<file path="config.mk">
export PLATFORM = sky130hd
export DESIGN_NAME = multicycle_ctrl_flat
export DESIGN_NICKNAME = d
export VERILOG_FILES = /design/src/rtl/multicycle_ctrl_if.sv /design/src/rtl/multicycle_ctrl.sv /design/src/flat_wrapper.sv
export SDC_FILE = /design/constraint.sdc
export NUM_CORES = 1
export LEC_CHECK = 0
export BUFFER_PORTS_ARGS = -buffer_cell sky130_fd_sc_hd__buf_2
export CAP_MARGIN = 20
export CORE_MARGIN = 5
export CORE_UTILIZATION = 44
export DETAILED_ROUTE_END_ITERATION = 8
export GPL_ROUTABILITY_DRIVEN = 0
export PLACE_DENSITY = 0.81
export REMOVE_ABC_BUFFERS = 1
export SKIP_CTS_REPAIR_TIMING = 1
export SYNTH_ARGS = -nofsm -noshare
export SYNTH_HDL_FRONTEND = slang
export SYNTH_SLANG_ARGS = --single-unit
</file>
<file path="constraint.sdc">
create_clock -name clk -period 2.72 [get_ports clk]
set_clock_uncertainty 0.2 [all_clocks]
set_input_delay 0.136 -clock clk [delete_from_list [all_inputs] [get_ports clk]]
set_output_delay 0.136 -clock clk [all_outputs]
set_load 0.01 [all_outputs]
</file>
<file path="src/rtl/multicycle_ctrl_if.sv">
// Control/status bundle between the multicycle controller (master) and the
// datapath that supplies instruction fields and ALU flags (slave).
interface multicycle_ctrl_if;
   logic [3:0] Cond;
   logic [1:0] Op;
   logic [5:0] Funct;
   logic [3:0] Rd;
   logic [3:0] ALUFlags;
   logic       PCWrite;
   logic       AdrSrc;
   logic       MemWrite;
   logic       IRWrite;
   logic [1:0] ResultSrc;
   logic [1:0] ALUControl;
   logic       ALUSrcA;
   logic [1:0] ALUSrcB;
   logic [1:0] ImmSrc;
   logic [1:0] RegSrc;
   logic       RegWrite;

   modport master (
      input  Cond, Op, Funct, Rd, ALUFlags,
      output PCWrite, AdrSrc, MemWrite, IRWrite, ResultSrc, ALUControl,
             ALUSrcA, ALUSrcB, ImmSrc, RegSrc, RegWrite
   );

   modport slave (
      output Cond, Op, Funct, Rd, ALUFlags,
      input  PCWrite, AdrSrc, MemWrite, IRWrite, ResultSrc, ALUControl,
             ALUSrcA, ALUSrcB, ImmSrc, RegSrc, RegWrite
   );
endinterface

</file>
<file path="src/rtl/multicycle_ctrl.sv">
// Multicycle controller for an ARM-subset datapath: sequences FETCH..writeback,
// holds NZCV and gates writes with the condition latched in DECODE.
module multicycle_ctrl (
   input  logic              clk,
   input  logic              reset,
   multicycle_ctrl_if.master bus
);
   typedef enum logic [3:0] {
      FETCH, DECODE, MEMADR, MEMRD, MEMWB, MEMWR, EXECR, EXECI, ALUWB, BRANCH
   } state_t;

   typedef struct packed {
      logic       pc_write;
      logic       adr_src;
      logic       mem_write;
      logic       ir_write;
      logic [1:0] result_src;
      logic [1:0] alu_control;
      logic       alu_src_a;
      logic [1:0] alu_src_b;
      logic       reg_write;
   } ctrl_t;

   localparam ctrl_t RESET_CTRL = '{
      pc_write: 1'b0, adr_src: 1'b0, mem_write: 1'b0, ir_write: 1'b0,
      result_src: 2'b10, alu_control: 2'b00, alu_src_a: 1'b1,
      alu_src_b: 2'b10, reg_write: 1'b0
   };

   state_t     state;
   state_t     next;
   logic [3:0] flags;
   logic       cond_ok;
   logic       cond_next;
   logic [1:0] flag_w;
   ctrl_t      ctrl;
   ctrl_t      ctrl_out;

   function automatic logic cond_ex(input logic [3:0] cond, input logic [3:0] f);
      logic n, z, c, v;
      {n, z, c, v} = f;
      case (cond)
         4'b0000: cond_ex = z;
         4'b0001: cond_ex = !z;
         4'b0010: cond_ex = c;
         4'b0011: cond_ex = !c;
         4'b0100: cond_ex = n;
         4'b0101: cond_ex = !n;
         4'b0110: cond_ex = v;
         4'b0111: cond_ex = !v;
         4'b1000: cond_ex = c && !z;
         4'b1001: cond_ex = !c || z;
         4'b1010: cond_ex = (n == v);
         4'b1011: cond_ex = (n != v);
         4'b1100: cond_ex = !z && (n == v);
         4'b1101: cond_ex = z || (n != v);
         4'b1110: cond_ex = 1'b1;
         default: cond_ex = 1'b0;
      endcase
   endfunction

   function automatic logic [1:0] alu_sel(input logic [3:0] cmd);
      case (cmd)
         4'b0010: alu_sel = 2'b01;
         4'b0000: alu_sel = 2'b10;
         4'b1100: alu_sel = 2'b11;
         default: alu_sel = 2'b00;
      endcase
   endfunction

   function automatic state_t step(input state_t s, input logic [1:0] op,
                                   input logic [5:0] funct);
      case (s)
         FETCH:  step = DECODE;
         DECODE:
            case (op)
               2'b00:   step = funct[5] ? EXECI : EXECR;
               2'b01:   step = MEMADR;
               2'b10:   step = BRANCH;
               default: step = FETCH;
            endcase
         MEMADR: step = funct[0] ? MEMRD : MEMWR;
         MEMRD:  step = MEMWB;
         EXECR,
         EXECI:  step = ALUWB;
         default: step = FETCH;
      endcase
   endfunction

   // Controls for the state about to be entered, so outputs come straight from flops.
   function automatic ctrl_t ctrl_for(input state_t s, input logic ok,
                                      input logic [5:0] funct, input logic [3:0] rd);
      ctrl_t c;
      logic  regw;
      c    = '0;
      regw = 1'b0;
      case (s)
         FETCH: begin
            c.ir_write = 1'b1; c.pc_write = 1'b1; c.alu_src_a = 1'b1;
            c.alu_src_b = 2'b10; c.result_src = 2'b10;
         end
         DECODE: begin
            c.alu_src_a = 1'b1; c.alu_src_b = 2'b10; c.result_src = 2'b10;
         end
         MEMADR: c.alu_src_b = 2'b01;
         MEMRD:  c.adr_src = 1'b1;
         MEMWB:  begin c.result_src = 2'b01; regw = 1'b1; end
         MEMWR:  begin c.adr_src = 1'b1; c.mem_write = ok; end
         EXECR:  c.alu_control = alu_sel(funct[4:1]);
         EXECI:  begin c.alu_src_b = 2'b01; c.alu_control = alu_sel(funct[4:1]); end
         ALUWB:  regw = 1'b1;
         BRANCH: begin c.alu_src_b = 2'b01; c.result_src = 2'b10; c.pc_write = ok; end
         default: c = '0;
      endcase
      c.reg_write = regw & ok;
      if (regw && ok && rd == 4'hF) c.pc_write = 1'b1;
      return c;
   endfunction

   always_comb begin
      next      = step(state, bus.Op, bus.Funct);
      cond_next = (state == DECODE) ? cond_ex(bus.Cond, flags) : cond_ok;
      flag_w    = 2'b00;
      if (bus.Funct[0]) begin
         case (bus.Funct[4:1])
            4'b0100, 4'b0010: flag_w = 2'b11;
            4'b0000, 4'b1100: flag_w = 2'b10;
            default:          flag_w = 2'b00;
         endcase
      end
   end

   always_ff @(posedge clk) begin
      if (!reset) begin
         state   <= FETCH;
         flags   <= '0;
         cond_ok <= 1'b0;
         ctrl    <= ctrl_for(FETCH, 1'b0, '0, '0);
      end else begin
         state   <= next;
         cond_ok <= cond_next;
         ctrl    <= ctrl_for(next, cond_next, bus.Funct, bus.Rd);
         if ((state == EXECR || state == EXECI) && cond_ok) begin
            if (flag_w[1]) flags[3:2] <= bus.ALUFlags[3:2];
            if (flag_w[0]) flags[1:0] <= bus.ALUFlags[1:0];
         end
      end
   end

   always_comb begin
      ctrl_out       = reset ? ctrl : RESET_CTRL;
      bus.PCWrite    = ctrl_out.pc_write;
      bus.AdrSrc     = ctrl_out.adr_src;
      bus.MemWrite   = ctrl_out.mem_write;
      bus.IRWrite    = ctrl_out.ir_write;
      bus.ResultSrc  = ctrl_out.result_src;
      bus.ALUControl = ctrl_out.alu_control;
      bus.ALUSrcA    = ctrl_out.alu_src_a;
      bus.ALUSrcB    = ctrl_out.alu_src_b;
      bus.RegWrite   = ctrl_out.reg_write;
      bus.ImmSrc     = bus.Op;
      bus.RegSrc     = {bus.Op == 2'b01, bus.Op == 2'b10};
   end
endmodule

</file>
<file path="src/flat_wrapper.sv">
// flat-port wrapper written by rule: the top's interface ports become plain ports
module multicycle_ctrl_flat 
  (clk, reset, bus_Cond, bus_Op, bus_Funct, bus_Rd, bus_ALUFlags, bus_PCWrite, bus_AdrSrc, bus_MemWrite, bus_IRWrite, bus_ResultSrc, bus_ALUControl, bus_ALUSrcA, bus_ALUSrcB, bus_ImmSrc, bus_RegSrc, bus_RegWrite);
  multicycle_ctrl_if bus_i ();
  input  logic clk;
  input  logic reset;
  input wire logic [$bits(bus_i.Cond)-1:0] bus_Cond;
  input wire logic [$bits(bus_i.Op)-1:0] bus_Op;
  input wire logic [$bits(bus_i.Funct)-1:0] bus_Funct;
  input wire logic [$bits(bus_i.Rd)-1:0] bus_Rd;
  input wire logic [$bits(bus_i.ALUFlags)-1:0] bus_ALUFlags;
  output wire logic [$bits(bus_i.PCWrite)-1:0] bus_PCWrite;
  output wire logic [$bits(bus_i.AdrSrc)-1:0] bus_AdrSrc;
  output wire logic [$bits(bus_i.MemWrite)-1:0] bus_MemWrite;
  output wire logic [$bits(bus_i.IRWrite)-1:0] bus_IRWrite;
  output wire logic [$bits(bus_i.ResultSrc)-1:0] bus_ResultSrc;
  output wire logic [$bits(bus_i.ALUControl)-1:0] bus_ALUControl;
  output wire logic [$bits(bus_i.ALUSrcA)-1:0] bus_ALUSrcA;
  output wire logic [$bits(bus_i.ALUSrcB)-1:0] bus_ALUSrcB;
  output wire logic [$bits(bus_i.ImmSrc)-1:0] bus_ImmSrc;
  output wire logic [$bits(bus_i.RegSrc)-1:0] bus_RegSrc;
  output wire logic [$bits(bus_i.RegWrite)-1:0] bus_RegWrite;
  assign bus_i.Cond = bus_Cond;
  assign bus_i.Op = bus_Op;
  assign bus_i.Funct = bus_Funct;
  assign bus_i.Rd = bus_Rd;
  assign bus_i.ALUFlags = bus_ALUFlags;
  assign bus_PCWrite = bus_i.PCWrite;
  assign bus_AdrSrc = bus_i.AdrSrc;
  assign bus_MemWrite = bus_i.MemWrite;
  assign bus_IRWrite = bus_i.IRWrite;
  assign bus_ResultSrc = bus_i.ResultSrc;
  assign bus_ALUControl = bus_i.ALUControl;
  assign bus_ALUSrcA = bus_i.ALUSrcA;
  assign bus_ALUSrcB = bus_i.ALUSrcB;
  assign bus_ImmSrc = bus_i.ImmSrc;
  assign bus_RegSrc = bus_i.RegSrc;
  assign bus_RegWrite = bus_i.RegWrite;
  multicycle_ctrl u_core (.clk(clk), .reset(reset), .bus(bus_i));
endmodule
</file>
==> run metrics <==
final wirelength=2760 um; Max IR drop VDD=0.315 mV; P_leak=0.649 nW; CTS tree=yes; Worst Setup Slack, final=0.631 ns; I/O pin count=38; Syn Area/Cell=8.44 um^2; commonest cells after routing, fill and taps aside=37 x buf_2, 21 x dfxtp_1, 16 x nor2_1, 10 x and2_1, 10 x dlygate4sd3_1; ant diodes=0; H-Tree Depth=1; nets=209; total iterations of the first detailed-routing run=4; global-route usage over all layers=0.140; Starting Density=0.446; Vias/cell=5.25; Vias=1,140; Max-cap violations=0; Setup-failing EPs final=0; remaining antenna violation count=0; crit-path max FO=9; Die Y=62.2 um; critical path class=register to register; pre-CTS setup slack=0.663 ns; cell count after synthesis=142; die area=0.00387 mm^2; first-pass GRT wire length=4570 um; initial antenna violation count=0; Root Buffer=clkbuf_4; DRT iter0 DRCs=26; dpl hpwl=2130 um; slew margin rel.=0.744; Seq/Total Area, Yosys=0.351; mapped cell area=0.00120 mm^2; area grow syn2layout=26.3%; HP Class=primary input to register; TNS Setup=0 ns; status=finished, violations left; failing checks=hold timing; Std-Cell Rows=19; Worst EP arrival=2.14 ns; layout cells sized above 1=0.269; Core Area=0.00269 mm^2; clock-pin slew on the worst setup and hold paths=0.12 ns; TritonCTS buffer count=3; worst path required time=2.77 ns; Primary FF master, synth=dfxtp_1; FMAX=0.479 GHz; #FFs+latches synth=21; Synthesis Warnings=0; commonest non-fill, non-tap cell in the layout=buf_2; Distinct cells, synth=44; crit path launch type=register; via count of the first global-routing pass=1,027; GRT overflow=0; # DRC=0; final count of pins violating max slew=0; PD cells=415 mW/mm^2; largest net degree at the start of global routing=19; Period Utilization, post-route=0.768; DR WL/cell=12.7 um; RSZ-0062 raised after global routing=false; IO buf count=37; Worst-Margin Slew=0.381 ns; clock sink count=21; maximum clock path buffer count=2; DIE WIDTH=62.2 um; minimum clock period=2.09 ns; Final Hold Viols=1; Post-synth ARST share=0; Hold Slack=-0.00369 ns; clk_lat worst skew=0.31 ns; critical path endpoint category=register; EDFF count, synth=0
## final cells by class
type / count / area [um^2]
Inverter: 5 / 18.8
Clock inverter: 1 / 5.00
Multi-Input combinational cell: 109 / 723
Sequential cell: 21 / 420
Tap cell: 31 / 38.8
Timing Repair Buffer: 47 / 285
Fill cell: 231 / 1170
Clock buffer: 3 / 22.5
## Yosys cell counts, types with 2 or more instances
library cell / count / area (um^2)
dfxtp_1: 21 / 420
nor2_1: 16 / 60.1
and2_1: 10 / 62.6
nor2b_1: 7 / 43.8
nand2b_1: 6 / 37.5
nor3_1: 6 / 30.0
a21oi_1: 5 / 25.0
mux2i_1: 5 / 50.1
nand2_1: 5 / 18.8
inv_1: 4 / 15.0
o21ai_0: 4 / 20.0
clkbuf_1: 3 / 11.3
nor3b_1: 3 / 22.5
o31ai_1: 3 / 22.5
or3_1: 3 / 18.8
xnor2_1: 3 / 26.3
xor2_1: 3 / 26.3
buf_2: 2 / 10.0
buf_4: 2 / 15.0
nand3_1: 2 / 10.0
nand3b_1: 2 / 15.0
nand4_1: 2 / 12.5
nor4bb_1: 2 / 20.0
o21ai_1: 2 / 10.0
or3b_2: 2 / 17.5
## worst max-delay path, stage by stage (launching register included)
cell,delay (ns)
dfxtp_1,0.41
or4b_4,0.59
o32ai_4,0.24
nand2_2,0.10
or3_4,0.34
nor3_2,0.14
## path summary, 6_finish.rpt
check	cells past startpoint	from	to	slack (ns)
setup reg to reg	5	u_core.state[2]	u_core.ctrl[5]	0.63
hold / removal	3	bus_Op[1]	u_core.ctrl[7]	-0.004
hold reg to reg	2	u_core.cond_ok	u_core.ctrl[9]	0.36
setup / recovery	5	u_core.state[2]	u_core.ctrl[5]	0.63
## routing by layer
| layer | vias to the layer above | global-route usage | part of all wire |
|---|---|---|---|
| li1 | 581 | - | - |
| met5 | - | 0 | 0 |
| met2 | 40 | 0.238 | 0.49 |
| met3 | 8 | 0.0396 | 0.073 |
| met4 | 0 | 0.0569 | 0.014 |
| met1 | 511 | 0.163 | 0.42 |
## kinds of logic after synthesis
group	count (synthesis)	synth area share
mux	5	0.0418
buf+inv	12	0.0459
flops	21	0.351
compound gates	24	0.150
simple gates	74	0.367
xor+xnor	6	0.0438
## report_power, final
part | switching [mW] | total [mW] | internal [mW]
Sequential | 0.00948 | 0.334 | 0.324
Clock | 0.0948 | 0.150 | 0.0549
Combinational | 0.0737 | 0.146 | 0.0720
## metrics by stage
step / instances / hold slack, ns / area (um^2) / total power, mW / utilization
2_1_floorplan: 135 / 0.00559 / 1160 / 0.419 / -
3_3_place_gp: 203 / 0.160 / 1390 / 0.469 / 0.516
3_5_place_dp: 203 / 0.166 / 1390 / 0.473 / 0.516
4_1_cts: 207 / -0.177 / 1410 / 0.621 / 0.526
5_1_grt: 217 / 0.0187 / 1510 / 0.668 / 0.564
6_report: 217 / -0.00369 / 1510 / 0.629 / 0.564
## state kept, by name (all words and copies together), names as in the netlist
signal	count
u_core.flags	4
u_core.cond_ok	1
u_core.state	4
u_core.ctrl	12
No activity file was read; power rests on OpenSTA's default activity.
